[src/rtl/vec_dot_engine.sv]
// vec_dot_engine: streams two operand vectors from the vector memory,
// multiply-accumulates them, and writes the saturated 8-bit dot product
// back as two nibble writes (low nibble first).
// Latency: 3 cycles per element plus 2 write cycles; done rises 3n+2 edges
// after start is accepted (2 edges for n=0).
// Backpressure: none. The memory answers every read one cycle later, and
// start is only honoured in IDLE or DONE.
//
// Optional build macro: VEC_DOT_SIGNED_EN. When defined, elements, products
// and the accumulator are two's-complement and the result clips to -128..127.
// When undefined, everything is unsigned and the result clips to 0..255.
//
// Ports:
//   clk, rst             clock and synchronous active-high reset
//   start, len           run request and element count (clamped to MAX_LEN)
//   rd_en/rd_addr        memory read strobe/address; rd_data arrives a cycle later
//   wr_en/wr_addr/wr_data memory write strobe/address/data
//   busy, done, status   run progress (status: 0 idle, 1 running, 2 done)
//   result, sat          saturated dot product and saturation flag of last run
module vec_dot_engine #(
    parameter int WORD_BITS = 4,
    parameter int MAX_LEN   = 16,
    parameter int A_BASE    = 1,
    parameter int B_BASE    = 17,
    parameter int OUT_BASE  = 33,
    parameter int ACC_BITS  = 12
) (
    input  logic                 clk,
    input  logic                 rst,
    input  logic                 start,
    input  logic [4:0]           len,
    output logic                 rd_en,
    output logic [5:0]           rd_addr,
    input  logic [WORD_BITS-1:0] rd_data,
    output logic                 wr_en,
    output logic [5:0]           wr_addr,
    output logic [WORD_BITS-1:0] wr_data,
    output logic                 busy,
    output logic                 done,
    output logic [7:0]           result,
    output logic                 sat,
    output logic [1:0]           status
);

    localparam int PROD_BITS = 2 * WORD_BITS;

    localparam logic [4:0] LP_MAX_LEN = 5'(MAX_LEN);
    localparam logic [5:0] LP_A_BASE  = 6'(A_BASE);
    localparam logic [5:0] LP_B_BASE  = 6'(B_BASE);
    localparam logic [5:0] LP_OUT_LO  = 6'(OUT_BASE);
    localparam logic [5:0] LP_OUT_HI  = 6'(OUT_BASE + 1);

    typedef enum logic [2:0] {
        S_IDLE,
        S_RD_A,
        S_RD_B,
        S_MAC,
        S_WR_LO,
        S_WR_HI,
        S_DONE
    } state_t;

    state_t                 r_state;
    state_t                 w_state_next;

    logic [4:0]             r_n;
    logic [4:0]             r_i;
    logic [WORD_BITS-1:0]   r_a;
    logic [ACC_BITS-1:0]    r_acc;
    logic [7:0]             r_result;
    logic                   r_sat;

    logic [4:0]             w_len_clamp;
    logic [4:0]             w_i_inc;
    logic                   w_last;
    logic                   w_accept;
    logic [PROD_BITS-1:0]   w_prod;
    logic [ACC_BITS-1:0]    w_prod_ext;
    logic [ACC_BITS-1:0]    w_acc_next;
    logic                   w_fits;
    logic [7:0]             w_clip;

    assign w_len_clamp = (len > LP_MAX_LEN) ? LP_MAX_LEN : len;
    assign w_i_inc     = r_i + 5'd1;
    assign w_last      = (w_i_inc >= r_n);
    assign w_accept    = start && ((r_state == S_IDLE) || (r_state == S_DONE));

    // In MAC, rd_data carries the B element requested during RD_B; the A
    // element was captured into r_a one cycle earlier.
`ifdef VEC_DOT_SIGNED_EN
    assign w_prod     = PROD_BITS'($signed(r_a) * $signed(rd_data));
    assign w_prod_ext = {{(ACC_BITS-PROD_BITS){w_prod[PROD_BITS-1]}}, w_prod};
    assign w_acc_next = r_acc + w_prod_ext;
    // Value fits in signed 8 bits when every bit from 7 upward equals the sign.
    assign w_fits     = (w_acc_next[ACC_BITS-1:7] == '0) ||
                        (w_acc_next[ACC_BITS-1:7] == '1);
    assign w_clip     = w_fits ? w_acc_next[7:0]
                               : (w_acc_next[ACC_BITS-1] ? 8'h80 : 8'h7F);
`else
    assign w_prod     = PROD_BITS'(r_a * rd_data);
    assign w_prod_ext = {{(ACC_BITS-PROD_BITS){1'b0}}, w_prod};
    assign w_acc_next = r_acc + w_prod_ext;
    // Value fits in unsigned 8 bits when no bit above bit 7 is set.
    assign w_fits     = (w_acc_next[ACC_BITS-1:8] == '0);
    assign w_clip     = w_fits ? w_acc_next[7:0] : 8'hFF;
`endif

    // State register
    always_ff @(posedge clk) begin
        if (rst) begin
            r_state <= S_IDLE;
        end else begin
            r_state <= w_state_next;
        end
    end

    // Next state and memory-side outputs, all decoded from the current state.
    always_comb begin
        w_state_next = r_state;
        rd_en        = 1'b0;
        rd_addr      = 6'd0;
        wr_en        = 1'b0;
        wr_addr      = 6'd0;
        wr_data      = '0;
        busy         = 1'b0;
        done         = 1'b0;
        status       = 2'd0;

        case (r_state)
            S_IDLE, S_DONE: begin
                if (r_state == S_DONE) begin
                    done   = 1'b1;
                    status = 2'd2;
                end
                if (w_accept) begin
                    w_state_next = (w_len_clamp == 5'd0) ? S_WR_LO : S_RD_A;
                end
            end
            S_RD_A: begin
                busy         = 1'b1;
                status       = 2'd1;
                rd_en        = 1'b1;
                rd_addr      = LP_A_BASE + {1'b0, r_i};
                w_state_next = S_RD_B;
            end
            S_RD_B: begin
                busy         = 1'b1;
                status       = 2'd1;
                rd_en        = 1'b1;
                rd_addr      = LP_B_BASE + {1'b0, r_i};
                w_state_next = S_MAC;
            end
            S_MAC: begin
                busy         = 1'b1;
                status       = 2'd1;
                w_state_next = w_last ? S_WR_LO : S_RD_A;
            end
            S_WR_LO: begin
                busy         = 1'b1;
                status       = 2'd1;
                wr_en        = 1'b1;
                wr_addr      = LP_OUT_LO;
                wr_data      = r_result[3:0];
                w_state_next = S_WR_HI;
            end
            S_WR_HI: begin
                busy         = 1'b1;
                status       = 2'd1;
                wr_en        = 1'b1;
                wr_addr      = LP_OUT_HI;
                wr_data      = r_result[7:4];
                w_state_next = S_DONE;
            end
            default: begin
                w_state_next = S_IDLE;
            end
        endcase
    end

    // Datapath registers
    always_ff @(posedge clk) begin
        if (rst) begin
            r_n      <= 5'd0;
            r_i      <= 5'd0;
            r_a      <= '0;
            r_acc    <= '0;
            r_result <= 8'd0;
            r_sat    <= 1'b0;
        end else begin
            case (r_state)
                S_IDLE, S_DONE: begin
                    if (w_accept) begin
                        // Result clears too so an n=0 run writes zeros.
                        r_n      <= w_len_clamp;
                        r_i      <= 5'd0;
                        r_a      <= '0;
                        r_acc    <= '0;
                        r_result <= 8'd0;
                        r_sat    <= 1'b0;
                    end
                end
                S_RD_B: begin
                    r_a <= rd_data;
                end
                S_MAC: begin
                    r_acc <= w_acc_next;
                    r_i   <= w_i_inc;
                    if (w_last) begin
                        r_result <= w_clip;
                        r_sat    <= ~w_fits;
                    end
                end
                default: begin
                end
            endcase
        end
    end

    assign result = r_result;
    assign sat    = r_sat;

endmodule
[config.mk]
export PLATFORM = sky130hd
export DESIGN_NAME = vec_dot_engine
export DESIGN_NICKNAME = d
export VERILOG_FILES = /design/src/rtl/vec_dot_engine.sv
export SDC_FILE = /design/constraint.sdc
export NUM_CORES = 1
export LEC_CHECK = 0
export BUFFER_PORTS_ARGS = -buffer_cell sky130_fd_sc_hd__buf_4
export CELL_PAD_IN_SITES_DETAIL_PLACEMENT = 1
export CELL_PAD_IN_SITES_GLOBAL_PLACEMENT = 1
export CORE_MARGIN = 10
export CORE_UTILIZATION = 45
export CTS_CLUSTER_DIAMETER = 30
export DETAILED_ROUTE_END_ITERATION = 12
export PLACE_DENSITY = 0.9
export REMOVE_ABC_BUFFERS = 1
export SYNTH_ARGS = -nofsm -noshare
export SYNTH_HDL_FRONTEND = slang
export SYNTH_SLANG_ARGS = --single-unit
[constraint.sdc]
create_clock -name clk -period 7.52 [get_ports clk]
set_input_delay 0.376 -clock clk [delete_from_list [all_inputs] [get_ports clk]]
set_output_delay 0.376 -clock clk [all_outputs]
set_load 0.01 [all_outputs]
==> results of run 1 <==
[cell families (layout without fill, tap and decap cells)]
group	count (synthesis)	after routing	synth area share
AO/OA/AOI/OAI	96	96	0.2098
XOR/XNOR	11	11	0.03224
adder cells (fa/ha/maj)	36	36	0.1734
buffers and inverters	58	82	0.08877
flip-flops	38	38	0.2546
multiplexers	3	3	0.01005
other	1	3	0.001255
AND/OR/NAND/NOR	131	131	0.2299
[metrics by stage]
step / cell area (um2) / utilization / setup WS [ps] / hold WS (ps) / power [W]
floorplan: 2861 / - / 3877 / 434.6 / 0.0002869
global placement: 3251 / 0.5090 / 3552 / 449.2 / 0.0003304
detailed placement: 3251 / 0.5090 / 3433 / 454.0 / 0.0003350
CTS: 3388 / 0.5306 / 3473 / 341.7 / 0.0005514
global route: 3388 / 0.5306 / 3185 / 358.1 / 0.0005734
finish: 3388 / 0.5306 / 3452 / 351.5 / 0.0005471
[cell usage after synthesis, types with 5 or more instances]
| cell type | n | share of area |
|---|---|---|
| clkbuf_1 | 12 | 0.015 |
| a21boi_0 | 8 | 0.020 |
| nor3_1 | 6 | 0.010 |
| o21ai_0 | 8 | 0.013 |
| a21oi_1 | 35 | 0.059 |
| dfxtp_1 | 38 | 0.25 |
| a21o_1 | 6 | 0.015 |
| nor2_1 | 31 | 0.039 |
| inv_1 | 35 | 0.044 |
| nand2_1 | 34 | 0.043 |
| nor3b_1 | 5 | 0.013 |
| a31oi_1 | 6 | 0.013 |
| buf_4 | 6 | 0.015 |
| xnor2_1 | 5 | 0.015 |
| nand3_1 | 16 | 0.027 |
| nor2b_1 | 6 | 0.013 |
| a211oi_1 | 7 | 0.018 |
| ha_1 | 27 | 0.11 |
| a22o_1 | 5 | 0.015 |
| xor2_1 | 6 | 0.018 |
| fa_1 | 9 | 0.060 |
| and3_1 | 5 | 0.010 |
| and2_1 | 13 | 0.027 |
[how the worst min path moves through the flow]
stage | start | endpoint | slack [ps] | cells after the start
6_report | rd_data[0] | r_a[0] | 350 | 3
5_1_grt | rd_data[2] | r_a[2] | 360 | 3
4_1_cts | rd_data[0] | r_a[0] | 340 | 3
3_5_place_dp | r_acc[7] | r_acc[7] | 450 | 2
3_3_place_gp | r_acc[7] | r_acc[7] | 450 | 2
2_1_floorplan | r_acc[7] | r_acc[7] | 430 | 2
[power by group through the flow]
| stage | Combinational, W | Clock (W) | Sequential (W) |
|---|---|---|---|
| floorplan | 0.0000653 | 0 | 0.000222 |
| detailed placement | 0.000111 | 0 | 0.000224 |
| global route | 0.000125 | 0.000228 | 0.000221 |
| global placement | 0.000107 | 0 | 0.000223 |
| CTS | 0.000114 | 0.000218 | 0.000219 |
| finish | 0.000113 | 0.000215 | 0.000219 |
[registers in the layout (all words and copies together), names as in the netlist]
| signal | flops |
|---|---|
| r_acc | 12 |
| result | 8 |
| r_i | 5 |
| r_n | 5 |
| r_a | 4 |
| r_state | 3 |
| sat | 1 |
[worst max-delay path: cells and delay by family, from the launching register on]
kind	cells	cell delay, ps
AO/OA/AOI/OAI	4	830
AND/OR/NAND/NOR	2	600
flip-flops	1	390
adder cells (fa/ha/maj)	4	1880
XOR/XNOR	1	170
buffers and inverters	1	50
[layout make-up]
class,instances,share of cell area
inverters,35,0.03877
clock buffers,5,0.02031
well taps,77,0.02843
flip-flops and latches,38,0.2245
repair buffers,39,0.08641
clock inverters,3,0.02031
multi-input cells,280,0.5812
[per-layer routing]
metal | share of wire | track usage
met3 | 0.021 | 0.02723
met2 | 0.51 | 0.2969
met5 | 0 | 0
met1 | 0.45 | 0.2078
met4 | 0.013 | 0.05359
==> results by group, run 1 <==
Critical path
  • Critical path, cell by cell: nand2_1 -> fa_1 -> fa_1 -> fa_1 -> inv_1 -> ha_1 -> o21ai_0 -> o21ai_1 -> a31oi_1 -> xnor2_1 -> nor4_4 -> a211oi_1
  • FF-to-FF Start: r_a[0]
  • Worst setup endpoint: result[1]
  • Crit start category: register
  • WP data required: 7680 ps
  • Reg2Reg Depth: 12
  • Worst Setup SP: r_a[0]
  • Crit path DAT: 4230 ps
  • Crit Path Max Fanout: 7
  • Reg2Reg Setup Slack: 3450 ps
  • Reg-to-Reg End: result[1]
  • Worst path max stage delay: 510 ps
  • Slowest stage cell, crit path: fa_1
  • Worst Setup Path Type: reg2reg
  • Critical path endpoint category: register
  • CP most frequent cell: fa_1

Placement
  • RePlAce Congestion: 0.8135
  • Port Buffer Count: 39
  • Placed cell count: 469
  • DP HPWL: 6.455 mm

Clock network
  • Total clock sinks: 38
  • Clock Path Buffers: 2
  • Clk Latency, worst-skew pair: 300 ps
  • CTS tree: built
  • Total CTS buffers: 5
  • Post_cts resized: 0
  • Clock Tree Root: clkbuf_8
  • Clock slew at reported path FFs: 80 ps
  • Max H-tree Level: 2
  • Cts hold-fix bufs: 0
  • Setup bufs post-CTS: 0

Finish
  • Area of the multi-input gates: 1969 um2
  • Final cell count without fillers: 477
  • Area growth syn-to-layout: 13.40%
  • Commonest non-fill, non-tap cell in the layout: buf_4
  • Antenna Cells: 0
  • # fillers: 794
  • Share of layout cells above drive strength 1: 0.1375
  • Nets: 447
  • Commonest cells after routing, fill and taps aside: buf_4, dfxtp_1, inv_1, a21oi_1, nand2_1
  • Register area: 760.7 um2

Power
  • Switching part of the total: 0.2972
  • Clock power frac: 0.392
  • Sw power: 0.0001626 W
  • Logic gate share of total power: 0.207
  • Worst-case vdd ir drop: 0.00009558 V
  • Pleak: 1.543 nW
  • Pwr/cell area: 161.5 nW/um2
  • Flop pwr share: 0.401
  • Internal Power: 0.0003845 W

Run
  • Max cap viols: 0

Detailed routing
  • DR vias/cell: 5.765
  • 1st-iter DRT viols: 109
  • Post-route ant nets: 0
  • DR vias: 2750
  • Routed wire length: 8.670 mm
  • Drt drc: 0
  • Post-DR wirelength/cell: 18.18 um
  • 1st-pass router iterations: 4

Synthesis
  • Post-synth EDFFs: 0
  • Post-synth ARST share: 0
  • Post-synthesis sequential area ratio: 0.2546
  • Syn Inst Count: 374
  • Synth Area per Inst: 7.989 um2
  • Seq cells post-synth: 38
  • Cell area after synthesis: 2988 um2
  • Predominant post-synthesis flop cell: dfxtp_1
  • YS warnings: 0
  • Number of library cell types mapped by synthesis: 54

STA
  • Hold Vio Cnt, Final: 0
  • Relative slew slack: 0.4314
  • Tightest Pin Transition: 850.3 ps
  • Setup Skew: 9.506 ps
  • Post-Route Setup TNS: 0 ps
  • Fin crit share: 0.5410
  • Final setup vio count: 0
  • Fmax: 245.8 MHz
  • Fin. max-slew vios: 0
  • Min Tclk post-route: 4068 ps
  • RSZ-0062 raised after global routing: no

Die
  • # rows: 29
  • IO Pins: 43
  • Die area: 10300 um2
  • Die width: 101.5 um
  • Chip height: 101.5 um
  • Initial Util: 0.4679
  • Core footprint: 6386 um2

Global routing
  • Largest net degree at the start of global routing: 37
  • Number of global-route vias before repair: 2783
  • Initial antenna violation count: 0
  • GRT Overall Usage: 0.1701
  • Grt ovf: 0
  • First-pass GRT wire length: 14.27 mm

Hold path
  • Hold Path Class: in2reg

Run status
  • Status: completed
(Power assumes the default switching activity.)
==> run 2: changes to the inputs <==
--- a/config.mk
+++ b/config.mk
@@ -9,10 +9,10 @@
 export CELL_PAD_IN_SITES_DETAIL_PLACEMENT = 1
 export CELL_PAD_IN_SITES_GLOBAL_PLACEMENT = 1
 export CORE_MARGIN = 10
-export CORE_UTILIZATION = 45
+export CORE_UTILIZATION = 39
 export CTS_CLUSTER_DIAMETER = 30
 export DETAILED_ROUTE_END_ITERATION = 12
-export PLACE_DENSITY = 0.9
+export PLACE_DENSITY = 0.83
 export REMOVE_ABC_BUFFERS = 1
 export SYNTH_ARGS = -nofsm -noshare
 export SYNTH_HDL_FRONTEND = slang
==> constraint.sdc (replaced) <==
create_clock -name clk -period 3.6 [get_ports clk]
set_input_delay 0.18 -clock clk [delete_from_list [all_inputs] [get_ports clk]]
set_output_delay 0.18 -clock clk [all_outputs]
set_load 0.01 [all_outputs]
==> run 2 against run 1 <==
The run now ends with negative setup slack left; highest routed layer unchanged; register-to-register slack got worse by 3500 ps; hold slack got worse by 180 ps; worst setup slack got worse by 3500 ps; cell area rose by 9.3%; maximum frequency rose by 10%; combinational power rose by 130%.
==> results by group, run 2 (synthesized netlist as in run 1, its figures left out) <==
Global routing
  • Initial antenna violation count: 0 (unchanged)
  • GRT Overall Usage: 0.1657 (-0.004347)
  • Number of global-route vias before repair: 2941 (+5.7%)
  • Grt ovf: 0 (unchanged)
  • Largest net degree at the start of global routing: 37 (unchanged)
  • First-pass GRT wire length: 15.56 mm (+9.0%)

Placement
  • Port Buffer Count: 39 (unchanged)
  • RePlAce Congestion: 0.8906 (+9.5%)
  • DP HPWL: 6.811 mm (+5.5%)

Hold path
  • Min-delay src: len[4]
  • Worst Hold End: r_n[4]
  • Min-Delay Path Depth: 3 (unchanged)
  • Hold Path Class: in2reg

Finish
  • Commonest non-fill, non-tap cell in the layout: buf_4
  • Commonest cells after routing, fill and taps aside: buf_4, dfxtp_1, inv_1
  • Nets: 466 (+4.3%)
  • Share of layout cells above drive strength 1: 0.2363 (+0.09878)
  • Antenna Cells: 0 (unchanged)
  • Max reg flops: 12 (unchanged)
  • # fillers: 891 (+12%)
  • Top reg by flops: r_acc
  • Area growth syn-to-layout: 23.91%
  • Final Util: 0.5024 (-0.02819)

STA
  • Min Tclk post-route: 3693 ps (-374.9 ps)
  • Final setup vio count: 9 (+9)
  • Setup Skew: 14.99 ps (+5.482 ps)
  • Fmax: 270.8 MHz (+10%)
  • Fin. max-slew vios: 0 (unchanged)
  • Fin crit share: 1.026 (+0.4849)
  • Relative slew slack: 0.5275 (+0.09606)
  • Final setup margin: -93.35 ps (-3545 ps)
  • RSZ-0062 raised after global routing: yes
  • Hold Vio Cnt, Final: 0 (unchanged)
  • Hold Slack: 168.6 ps (-182.9 ps)
  • Tightest Pin Transition: 707.3 ps (-143.1 ps)

Clock network
  • Clock Path Buffers: 2 (unchanged)
  • Max H-tree Level: 2 (unchanged)
  • Clk Latency, worst-skew pair: 310 ps (about the same)
  • CTS tree: built
  • Total CTS buffers: 5 (unchanged)
  • Total clock sinks: 38 (unchanged)
  • Clock Tree Root: clkbuf_8
  • Cts hold-fix bufs: 0 (unchanged)
  • Clock slew at reported path FFs: 90 ps (about the same)

Detailed routing
  • 1st-pass router iterations: 4 (unchanged)
  • DR vias/cell: 5.481 (-4.9%)
  • Post-DR wirelength/cell: 18.49 um (+1.7%)
  • 1st-iter DRT viols: 165 (+51%)
  • Routed wire length: 9.576 mm (+10%)
  • Post-route ant nets: 0 (unchanged)
  • Drt drc: 0 (unchanged)
  • DR vias: 2839 (+3.2%)

Run status
  • Status: finished with violations
  • Failing checks: negative setup slack

Die
  • # rows: 31 (+6.9%)
  • Initial Util: 0.4054 (-0.06244)
  • Chip height: 107.5 um (+6.0%)
  • Die area: 11560 um2 (+12%)
  • IO Pins: 43 (unchanged)
  • Die width: 107.5 um (+6.0%)
  • Core footprint: 7370 um2 (+15%)

Critical path
  • Worst Setup Path Type: reg2reg
  • Worst path max stage delay: 570 ps (+60 ps)
  • Top Family by Delay on Critical Path: adder cells
  • Critical path endpoint category: register
  • FF-to-FF Start: r_a[2]
  • Crit Path Max Fanout: 7 (unchanged)
  • WP data required: 3810 ps (-3870 ps)
  • Critical path, cell by cell: nand2_2 -> fa_1 -> fa_1 -> fa_1 -> inv_2 -> ha_4 -> a21oi_2 -> nand4b_1 -> a21oi_2 -> mux2i_2 -> nor4_4 -> buf_6 -> a211oi_1
  • CP bufs+invs: 2 (+1)
  • Reg2Reg Depth: 13 (+1)
  • Reg2Reg Setup Slack: -90 ps (-3550 ps)
  • Crit path DAT: 3900 ps (-330 ps)
  • Slowest stage cell, crit path: fa_1
  • CP most frequent cell: fa_1
  • Reg-to-Reg End: sat
  • Crit start category: register

Power
  • Pleak: 1.657 nW (+7.3%)
  • Worst-case vdd ir drop: 0.0001645 V (+72%)
  • Pwr/cell area: 318.6 nW/um2 (+97%)
  • Total power: 0.001179 W (+120%)

Run
  • Max cap viols: 0 (unchanged)
[run 2: layout make-up]
| type | instances | area, um2 | area share |
|---|---|---|---|
| inverters | 35 | 131.4 | 0.03548 |
| flip-flops and latches | 38 | 763.2 | 0.2062 |
| well taps | 99 | 123.9 | 0.03346 |
| clock buffers | 6 | 82.58 | 0.02230 |
| clock inverters | 2 | 60.06 | 0.01622 |
| repair buffers | 58 | 442.9 | 0.1196 |
| multi-input cells | 280 | 2098 | 0.5667 |
[run 2: how the worst max path moves through the flow]
stage               startpoint   endpoint  slack (ps)  depth (start not counted)
floorplan               r_a[0]  result[4]         -20                         12
global placement        r_a[0]  result[0]        -110                         12
detailed placement      r_a[0]  result[3]        -230                         12
CTS                     r_a[2]  result[0]         -80                         13
global route            r_a[1]        sat        -220                         14
finish                  r_a[2]        sat         -90                         13
[run 2: per-stage QoR]
| stage | instance area (um2) | TNS [ps] | cells | worst slack [ps] |
|---|---|---|---|---|
| 4_1_cts | 3631 | -482.1 | 517 | -83.57 |
| 5_1_grt | 3702 | -1624 | 518 | -223.6 |
| 3_3_place_gp | 3383 | -846.8 | 505 | -107.6 |
| 2_1_floorplan | 2861 | -116.3 | 353 | -19.60 |
| 6_report | 3702 | -381.5 | 518 | -93.35 |
| 3_5_place_dp | 3383 | -1848 | 505 | -232.4 |
[run 2: power by group]
| part | switching [W] | internal, W |
|---|---|---|
| clock network | 0.000171 | 0.000296 |
| logic | 0.000153 | 0.000104 |
| registers | 0.0000203 | 0.000436 |
| total | 0.000344 | 0.000835 |
[run 2: worst register-to-register path, delay by kind of cell (launching register included)]
family / cells / cell delay, ps
mux: 1 / 340
buf+inv: 2 / 230
compound gates: 3 / 530
flops: 1 / 340
fa+ha+maj: 4 / 1820
simple gates: 3 / 340
[run 2: routing by layer]
| metal | track usage | up-vias | share of wire |
|---|---|---|---|
| met3 | 0.02335 | 14 | 0.019 |
| met4 | 0.05821 | 0 | 0.020 |
| met5 | 0 | - | 0 |
| li1 | - | 1378 | - |
| met2 | 0.3023 | 36 | 0.53 |
| met1 | 0.1912 | 1411 | 0.43 |
[run 2: what timing repair did]
item / in CTS / in global routing
setup endpoints to repair: 11 / 11
buffers inserted: 4 / 2
pin swaps: 9 / 11
resized for setup: 16 / 16
